**src/rtl/pingpong_pkg.sv**
```systemverilog
// Shared constants for the two-bank line buffer controller and its sender.
package pingpong_pkg;

  localparam int unsigned PP_DATA_W = 24;
  localparam int unsigned PP_DEPTH  = 80;
  localparam int unsigned PP_ADDR_W = 7;
  localparam int unsigned FRAME_W   = 24;

  typedef logic [1:0] bank_state_t;

  localparam bank_state_t BANK_EMPTY   = 2'd0;
  localparam bank_state_t BANK_FILLING = 2'd1;
  localparam bank_state_t BANK_FULL    = 2'd2;

  localparam logic [0:0] ST_IDLE = 1'b0;
  localparam logic [0:0] ST_RUN  = 1'b1;

endpackage

```
**src/rtl/pingpong_if.sv**
```systemverilog
// Source-write and sender-read handshake between the line buffer and its neighbours.
interface pingpong_if import pingpong_pkg::*; #(
  parameter int unsigned DATA_W = PP_DATA_W
) ();

  logic [DATA_W-1:0] wr_data_in;
  logic              wr_valid_in;
  logic              wr_ready_out;
  logic              read_pingpong_in;
  logic [DATA_W-1:0] pingpong_data_out;
  logic              pingpong_data_valid_out;
  logic              pingpong_ready_out;

  modport master (
    output wr_data_in, wr_valid_in, read_pingpong_in,
    input  wr_ready_out, pingpong_data_out, pingpong_data_valid_out, pingpong_ready_out
  );

  modport slave (
    input  wr_data_in, wr_valid_in, read_pingpong_in,
    output wr_ready_out, pingpong_data_out, pingpong_data_valid_out, pingpong_ready_out
  );

endinterface

```
**src/rtl/pingpong_bank_ram.sv**
```systemverilog
// Simple dual-port RAM holding both banks; {sel, addr} maps to sel*DEPTH + addr.
module pingpong_bank_ram import pingpong_pkg::*; #(
  parameter int unsigned DATA_W = PP_DATA_W,
  parameter int unsigned DEPTH  = PP_DEPTH,
  parameter int unsigned ADDR_W = PP_ADDR_W
) (
  input  logic              clk,
  input  logic              we,
  input  logic [ADDR_W:0]   waddr,
  input  logic [DATA_W-1:0] wdata,
  input  logic              re,
  input  logic [ADDR_W:0]   raddr,
  output logic [DATA_W-1:0] rdata
);

  localparam int unsigned PA_W = $clog2(2 * DEPTH);

  logic [DATA_W-1:0] mem [2*DEPTH];
  logic [DATA_W-1:0] rdata_q;

  function automatic logic [PA_W-1:0] phys(input logic [ADDR_W:0] a);
    return a[ADDR_W] ? PA_W'(DEPTH) + PA_W'(a[ADDR_W-1:0]) : PA_W'(a[ADDR_W-1:0]);
  endfunction

  always_ff @(posedge clk) begin
    if (we) mem[phys(waddr)] <= wdata;
    if (re) rdata_q <= mem[phys(raddr)];
  end

  assign rdata = rdata_q;

endmodule

```
**src/rtl/pingpong_ctrl.sv**
```systemverilog
// Two-bank line buffer controller: fills banks from the source stream and
// serves word reads to the pixel sender, with frame-done and underrun reporting.
module pingpong_ctrl import pingpong_pkg::*; #(
  parameter int unsigned DATA_W = PP_DATA_W,
  parameter int unsigned DEPTH  = PP_DEPTH,
  parameter int unsigned ADDR_W = PP_ADDR_W
) (
  input  logic               clk,
  input  logic               rst,
  input  logic               start_in,
  input  logic [FRAME_W-1:0] frame_words_in,
  pingpong_if.slave          pp,
  output logic               busy_out,
  output logic               frame_done_out,
  output logic               underrun_out
);

  localparam int unsigned CNT_W = ADDR_W + 1;

  logic [0:0]         state_q, state_d;
  logic [FRAME_W-1:0] frame_words_q, frame_words_d;
  logic [FRAME_W-1:0] wr_total_q, wr_total_d;
  logic [FRAME_W-1:0] rd_total_q, rd_total_d;
  logic               wr_sel_q, wr_sel_d;
  logic               rd_sel_q, rd_sel_d;
  logic [ADDR_W-1:0]  wr_addr_q, wr_addr_d;
  logic [ADDR_W-1:0]  rd_addr_q, rd_addr_d;
  bank_state_t        bank_q [2];
  bank_state_t        bank_d [2];
  logic [CNT_W-1:0]   cnt_q [2];
  logic [CNT_W-1:0]   cnt_d [2];
  logic               valid_q, valid_d;
  logic               done_q, done_d;
  logic               underrun_q, underrun_d;

  logic               run_c, wr_ready_c, wr_fire_c, wr_close_c;
  logic               rd_full_c, rd_fire_c, rd_last_c;
  logic [FRAME_W-1:0] rd_total_next_c;
  logic [DATA_W-1:0]  ram_rdata;

  assign run_c           = (state_q == ST_RUN);
  assign wr_ready_c      = run_c && (bank_q[wr_sel_q] != BANK_FULL) && (wr_total_q < frame_words_q);
  assign wr_fire_c       = wr_ready_c && pp.wr_valid_in;
  assign wr_close_c      = (wr_addr_q == ADDR_W'(DEPTH - 1)) ||
                           (wr_total_q == frame_words_q - FRAME_W'(1));
  assign rd_full_c       = (bank_q[rd_sel_q] == BANK_FULL);
  assign rd_fire_c       = run_c && pp.read_pingpong_in && rd_full_c;
  assign rd_last_c       = (CNT_W'(rd_addr_q) == cnt_q[rd_sel_q] - CNT_W'(1));
  assign rd_total_next_c = rd_total_q + FRAME_W'(cnt_q[rd_sel_q]);

  // Next-state: frame sequencing, bank fill/drain bookkeeping and status flags
  always_comb begin
    state_d       = state_q;
    frame_words_d = frame_words_q;
    wr_total_d    = wr_total_q;
    rd_total_d    = rd_total_q;
    wr_sel_d      = wr_sel_q;
    rd_sel_d      = rd_sel_q;
    wr_addr_d     = wr_addr_q;
    rd_addr_d     = rd_addr_q;
    bank_d[0]     = bank_q[0];
    bank_d[1]     = bank_q[1];
    cnt_d[0]      = cnt_q[0];
    cnt_d[1]      = cnt_q[1];
    valid_d       = rd_fire_c;
    done_d        = 1'b0;
    underrun_d    = underrun_q;

    if (state_q == ST_IDLE) begin
      if (start_in && (frame_words_in != '0)) begin
        state_d       = ST_RUN;
        frame_words_d = frame_words_in;
        wr_total_d    = '0;
        rd_total_d    = '0;
        wr_sel_d      = 1'b0;
        rd_sel_d      = 1'b0;
        wr_addr_d     = '0;
        rd_addr_d     = '0;
        bank_d[0]     = BANK_EMPTY;
        bank_d[1]     = BANK_EMPTY;
        cnt_d[0]      = '0;
        cnt_d[1]      = '0;
        underrun_d    = 1'b0;
      end
    end else begin
      if (wr_fire_c) begin
        wr_total_d = wr_total_q + FRAME_W'(1);
        if (wr_close_c) begin
          bank_d[wr_sel_q] = BANK_FULL;
          cnt_d[wr_sel_q]  = CNT_W'(wr_addr_q) + CNT_W'(1);
          wr_addr_d        = '0;
          wr_sel_d         = ~wr_sel_q;
        end else begin
          bank_d[wr_sel_q] = BANK_FILLING;
          wr_addr_d        = wr_addr_q + ADDR_W'(1);
        end
      end
      if (pp.read_pingpong_in && !rd_full_c) underrun_d = 1'b1;
      // A read and a write never hit the same bank: the write bank is never FULL
      if (rd_fire_c) begin
        rd_addr_d = rd_addr_q + ADDR_W'(1);
        if (rd_last_c) begin
          bank_d[rd_sel_q] = BANK_EMPTY;
          rd_addr_d        = '0;
          rd_sel_d         = ~rd_sel_q;
          rd_total_d       = rd_total_next_c;
          if (rd_total_next_c == frame_words_q) begin
            state_d = ST_IDLE;
            done_d  = 1'b1;
          end
        end
      end
    end
  end

  always_ff @(posedge clk) begin
    if (rst) begin
      state_q       <= ST_IDLE;
      frame_words_q <= '0;
      wr_total_q    <= '0;
      rd_total_q    <= '0;
      wr_sel_q      <= 1'b0;
      rd_sel_q      <= 1'b0;
      wr_addr_q     <= '0;
      rd_addr_q     <= '0;
      bank_q[0]     <= BANK_EMPTY;
      bank_q[1]     <= BANK_EMPTY;
      cnt_q[0]      <= '0;
      cnt_q[1]      <= '0;
      valid_q       <= 1'b0;
      done_q        <= 1'b0;
      underrun_q    <= 1'b0;
    end else begin
      state_q       <= state_d;
      frame_words_q <= frame_words_d;
      wr_total_q    <= wr_total_d;
      rd_total_q    <= rd_total_d;
      wr_sel_q      <= wr_sel_d;
      rd_sel_q      <= rd_sel_d;
      wr_addr_q     <= wr_addr_d;
      rd_addr_q     <= rd_addr_d;
      bank_q[0]     <= bank_d[0];
      bank_q[1]     <= bank_d[1];
      cnt_q[0]      <= cnt_d[0];
      cnt_q[1]      <= cnt_d[1];
      valid_q       <= valid_d;
      done_q        <= done_d;
      underrun_q    <= underrun_d;
    end
  end

  pingpong_bank_ram #(
    .DATA_W (DATA_W),
    .DEPTH  (DEPTH),
    .ADDR_W (ADDR_W)
  ) u_ram (
    .clk   (clk),
    .we    (wr_fire_c),
    .waddr ({wr_sel_q, wr_addr_q}),
    .wdata (pp.wr_data_in),
    .re    (rd_fire_c),
    .raddr ({rd_sel_q, rd_addr_q}),
    .rdata (ram_rdata)
  );

  // RAM output is registered; gate it so idle and underrun cycles present zero
  assign pp.pingpong_data_out       = valid_q ? ram_rdata : '0;
  assign pp.pingpong_data_valid_out = valid_q;
  assign pp.pingpong_ready_out      = run_c && rd_full_c;
  assign pp.wr_ready_out            = wr_ready_c;
  assign busy_out                   = run_c;
  assign frame_done_out             = done_q;
  assign underrun_out               = underrun_q;

endmodule

```
**src/flat_wrapper.sv**
```systemverilog
// flat-port wrapper written by rule: the top's interface ports become plain ports
module pingpong_ctrl_flat import pingpong_pkg::*;
#(
  parameter int unsigned DATA_W = PP_DATA_W,
  parameter int unsigned DEPTH  = PP_DEPTH,
  parameter int unsigned ADDR_W = PP_ADDR_W
)
  (clk, rst, start_in, frame_words_in, busy_out, frame_done_out, underrun_out, pp_wr_data_in, pp_wr_valid_in, pp_read_pingpong_in, pp_wr_ready_out, pp_pingpong_data_out, pp_pingpong_data_valid_out, pp_pingpong_ready_out);
  pingpong_if #(.DATA_W(DATA_W)) pp_i ();
  input  logic clk;
  input  logic rst;
  input  logic start_in;
  input  logic [FRAME_W-1:0] frame_words_in;
  output logic busy_out;
  output logic frame_done_out;
  output logic underrun_out;
  input wire logic [$bits(pp_i.wr_data_in)-1:0] pp_wr_data_in;
  input wire logic [$bits(pp_i.wr_valid_in)-1:0] pp_wr_valid_in;
  input wire logic [$bits(pp_i.read_pingpong_in)-1:0] pp_read_pingpong_in;
  output wire logic [$bits(pp_i.wr_ready_out)-1:0] pp_wr_ready_out;
  output wire logic [$bits(pp_i.pingpong_data_out)-1:0] pp_pingpong_data_out;
  output wire logic [$bits(pp_i.pingpong_data_valid_out)-1:0] pp_pingpong_data_valid_out;
  output wire logic [$bits(pp_i.pingpong_ready_out)-1:0] pp_pingpong_ready_out;
  assign pp_i.wr_data_in = pp_wr_data_in;
  assign pp_i.wr_valid_in = pp_wr_valid_in;
  assign pp_i.read_pingpong_in = pp_read_pingpong_in;
  assign pp_wr_ready_out = pp_i.wr_ready_out;
  assign pp_pingpong_data_out = pp_i.pingpong_data_out;
  assign pp_pingpong_data_valid_out = pp_i.pingpong_data_valid_out;
  assign pp_pingpong_ready_out = pp_i.pingpong_ready_out;
  pingpong_ctrl #(.DATA_W(DATA_W), .DEPTH(DEPTH), .ADDR_W(ADDR_W)) u_core (.clk(clk), .rst(rst), .start_in(start_in), .frame_words_in(frame_words_in), .pp(pp_i), .busy_out(busy_out), .frame_done_out(frame_done_out), .underrun_out(underrun_out));
endmodule
```
**config.mk**
```make
export PLATFORM = sky130hd
export DESIGN_NAME = pingpong_ctrl_flat
export DESIGN_NICKNAME = d
export VERILOG_FILES = /design/src/rtl/pingpong_pkg.sv /design/src/rtl/pingpong_if.sv /design/src/rtl/pingpong_bank_ram.sv /design/src/rtl/pingpong_ctrl.sv /design/src/flat_wrapper.sv
export SDC_FILE = /design/constraint.sdc
export NUM_CORES = 2
export LEC_CHECK = 0
export ABC_CLOCK_PERIOD_IN_PS = 5100
export CAP_MARGIN = 20
export CORE_UTILIZATION = 55
export DETAILED_ROUTE_END_ITERATION = 7
export PLACE_DENSITY_LB_ADDON = 0.12
export SLEW_MARGIN = 20
export SYNTH_ARGS = -nofsm -noshare
export SYNTH_HDL_FRONTEND = slang
export SYNTH_HIERARCHICAL = 1
export SYNTH_SLANG_ARGS = --single-unit
```
**constraint.sdc**
```tcl
create_clock -name clk -period 5.1 [get_ports clk]
set_input_delay 1.02 -clock clk [delete_from_list [all_inputs] [get_ports clk]]
set_output_delay 1.02 -clock clk [all_outputs]
set_load 0.03 [all_outputs]
```
==> metrics.md <==
| Metric | Value |
|---|---|
| Status | `complete, no violations` |
| Tmin final | `about 4.9 ns` |
| Syn nets | `7711` |
| Slew margin rel. | `0.134` |
| Most frequent cells in the layout | `3864 x edfxtp_1, 905 x mux4_2, 401 x buf_4` |
| Core area | `~280000 sq um` |
| Post-layout nets | `approximately 8200` |
| Chip height | `~540 um` |
| Final Cell Area | `between 150000 and 200000 sq um` |
| Initial antenna violation count | `21` |
| Final Util | `0.629` |
| Primary FF master, synth | `edfxtp_1` |
| Wire length per cell | `35.8 um` |
| PwrDens | `between 300 and 400 nW/um^2` |
| CP required | `4.08 ns` |
| Final setup vio count | `0` |
| Worst path max stage delay | `between 0.9 and 1 ns` |
| Layout cells sized above 1 | `0.259` |
| CP max stage cell | `o311ai_0` |
| Placer Congestion | `roughly 0.91` |
| First-pass GRT wire length | `just over 600000 um` |
| Clk Tree Root Cell | `clkbuf_16` |
| Total die area | `between 200000 and 300000 sq um` |
| Post-CTS Repair Setup Buffers | `0` |
| Total power | `65.9 mW` |
| DRC viols | `0` |
| Largest net degree at the start of global routing | `around 120` |
| Placed Area | `roughly 160000 sq um` |
| Hold WS | `0.457 ns` |
| Min setup slack post-route | `approximately 0.24 ns` |
| DR iter-0 viols | `11500` |
| Vias per cell | `6.70` |
| Leakage | `about 54 nW` |
| Arr. time, crit path | `3.84 ns` |
| Clock skew after layout | `about 0.07 ns` |
| Max Root-Sink Buffers | `4` |
| Worst vdd ir | `about 0.30 mV` |
| Worst-path fanout max | `6` |
| # IOs | `between 80 and 90` |
| R2R cell count | `14` |
| Final worst-path cycle share | `0.952` |
| Stages on the worst setup path | `7` |
| Post-DP HPWL | `276000 um` |
| Clock transition at path regs | `0.06 ns` |
| Fmax | `roughly 210 MHz` |
| Initial Util | `0.554` |
| Final hold violations | `0` |
| Commonest non-fill, non-tap cell in the layout | `edfxtp_1` |
| Max-slew violations | `0` |
| Vias after detailed routing | `81900` |
| FFs w/ async S/R, synth | `0` |
| Post-Synthesis Cells | `around 7600` |
| Post-CTS Hold Buffers | `0` |
| Cts bufs inserted | `396` |
| Place WS | `0.319 ns` |
| Yosys reg bits | `between 3000 and 4000` |
| Core Rows | `195` |
| Mapped cell area | `approximately 160000 sq um` |
| Routed Antenna Nets | `0` |
| Clock sinks | `3978` |
| Finished Layout Cells | `~12000` |
| Worst-margin pin slew | `~1.3 ns` |
| Worst skew pair latency | `between 0.9 and 1 ns` |
| Number of flops mapped to enable cells by yosys | `3864` |
| Hold Path Stages | `1` |
| Setup TNS | `0 ns` |
| Total grt overflow | `0` |
| Total Routing Usage GR | `0.307` |
| Top Family by Delay on Critical Path | `compound AO/OA/AOI/OAI gates` |
| Syn. warnings | `6` |
| CTS tree | `done` |
| Type of origin of the critical path | `flop` |
| Vias in the first global route | `approximately 80000` |
| CP bufs+invs | `2` |
| RSZ-0062 raised after global routing | `no` |
| CTS H-tree depth | `5` |
| WL final | `about 440000 um` |
| DP Cell Count | `roughly 11000` |
| Die Width | `approximately 540 um` |
| 1st-pass router iterations | `6` |
| Syn Area/Cell | `slightly above 20 sq um` |
| Filler cell count | `19200` |
| Capturing element type of the critical path | `output port` |
| Port Buffers | `82` |
| Critical-path cell list | `inv_1, ha_1, and4_1, nand4_1, o311ai_0, nor2_1, clkdlybuf4s50_1` |
| Area grow syn2layout | `13.6%` |
| Number of max-cap violations | `0` |
| WS Path Type | `reg -> out` |
| Yosys cell types | `87` |
| Sequential area share after synthesis | `0.756` |
| Worst Hold Class | `in -> reg` |
| Post-CTS sizing | `0` |
where the power goes:
part,switching [mW],internal (mW),total [mW]
Clock,12.5,16.5,28.9
Combinational,0.895,0.210,1.10
Sequential,0.0279,35.8,35.9
Total,13.4,52.5,65.9
cell families (layout without fill, tap and decap cells):
kind of cell	after synthesis	in the layout	share of synthesized area
flops	3978	3978	0.756
mux	1264	1264	0.153
simple gates	1030	1030	0.0312
compound gates	728	728	0.0332
buf+inv	485	1341	0.0172
xor+xnor	93	93	0.00534
fa+ha+maj	40	40	0.00325
other cells	0	9	0
synth_stat cells, types with 21 or more instances:
master,number,area share
ha_1,39,0.0031
a31oi_1,33,0.0013
buf_4,63,0.0030
xnor2_1,65,0.0036
edfxtp_1,3864,0.74
a32oi_1,23,0.0013
and3_1,29,0.0012
nand2_1,307,0.0074
a211oi_1,43,0.0021
o22ai_1,97,0.0039
o21ai_0,64,0.0020
a21oi_1,118,0.0038
nand4_1,28,0.0011
nor2_1,313,0.0075
mux4_2,905,0.13
buf_6,63,0.0045
and2_1,45,0.0018
o221ai_1,88,0.0049
nand3_1,75,0.0024
xor2_1,26,0.0015
nor2b_1,32,0.0013
mux2_2,21,0.0015
a22oi_1,48,0.0023
inv_1,58,0.0014
a22o_1,34,0.0019
nor3_1,81,0.0026
clkbuf_1,164,0.0039
mux2i_1,334,0.021
dfxtp_1,114,0.015
buf_2,120,0.0038
layer usage:
| metal | up-vias | GRT usage | routed length, um |
|---|---|---|---|
| met1 | 43400 | 0.450 | 171000 |
| li1 | 32900 | - | - |
| met2 | 4866 | 0.468 | 203000 |
| met3 | 708 | 0.0605 | 47200 |
| met4 | 16 | 0.105 | 16200 |
| met5 | - | 0 | 110 |
final cells by class:
cell class / count / area [sq um] / area share
Antenna cell: 9 / 22.5 / 0.000127
Clock inverter: 247 / 2620 / 0.0148
Tap cell: 3743 / 4680 / 0.0264
Inverter: 59 / 234 / 0.00132
Timing Repair Buffer: 558 / 5360 / 0.0302
Sequential cell: 3978 / 118000 / 0.666
Multi-Input combinational cell: 3155 / 36100 / 0.203
Clock buffer: 477 / 10300 / 0.0578
final timing paths:
path | startpoint | end | slack (ns)
worst max-delay path | u_core/frame_words_q[21] | pp_wr_ready_out | 0.24
worst min register to register | u_core/bank_q[0][1] | u_core/bank_q[0][1] | 0.47
worst max register to register | u_core/frame_words_q[17] | u_core/u_ram/mem[2][11] | 0.37
worst min-delay path | pp_wr_data_in[11] | u_core/u_ram/mem[67][11] | 0.46
sequential cells by signal, indices dropped and copies added (netlist names), named ones only:
signal                             count
u_core/wr_addr_q                       7
u_core/underrun_out                    1
u_core/bank_q                          4
u_core/busy_out                        1
u_core/frame_words_q                  24
u_core/wr_total_q                     24
u_core/rd_addr_q                       7
u_core/u_ram/rdata                    24
u_core/pp.pingpong_data_valid_out      1
u_core/frame_done_out                  1
u_core/rd_total_q                     24
u_core/wr_sel_q                        1
u_core/cnt_q                          16
u_core/u_ram/mem                    3840
u_core/rd_sel_q                        1
(Power assumes the default switching activity.)
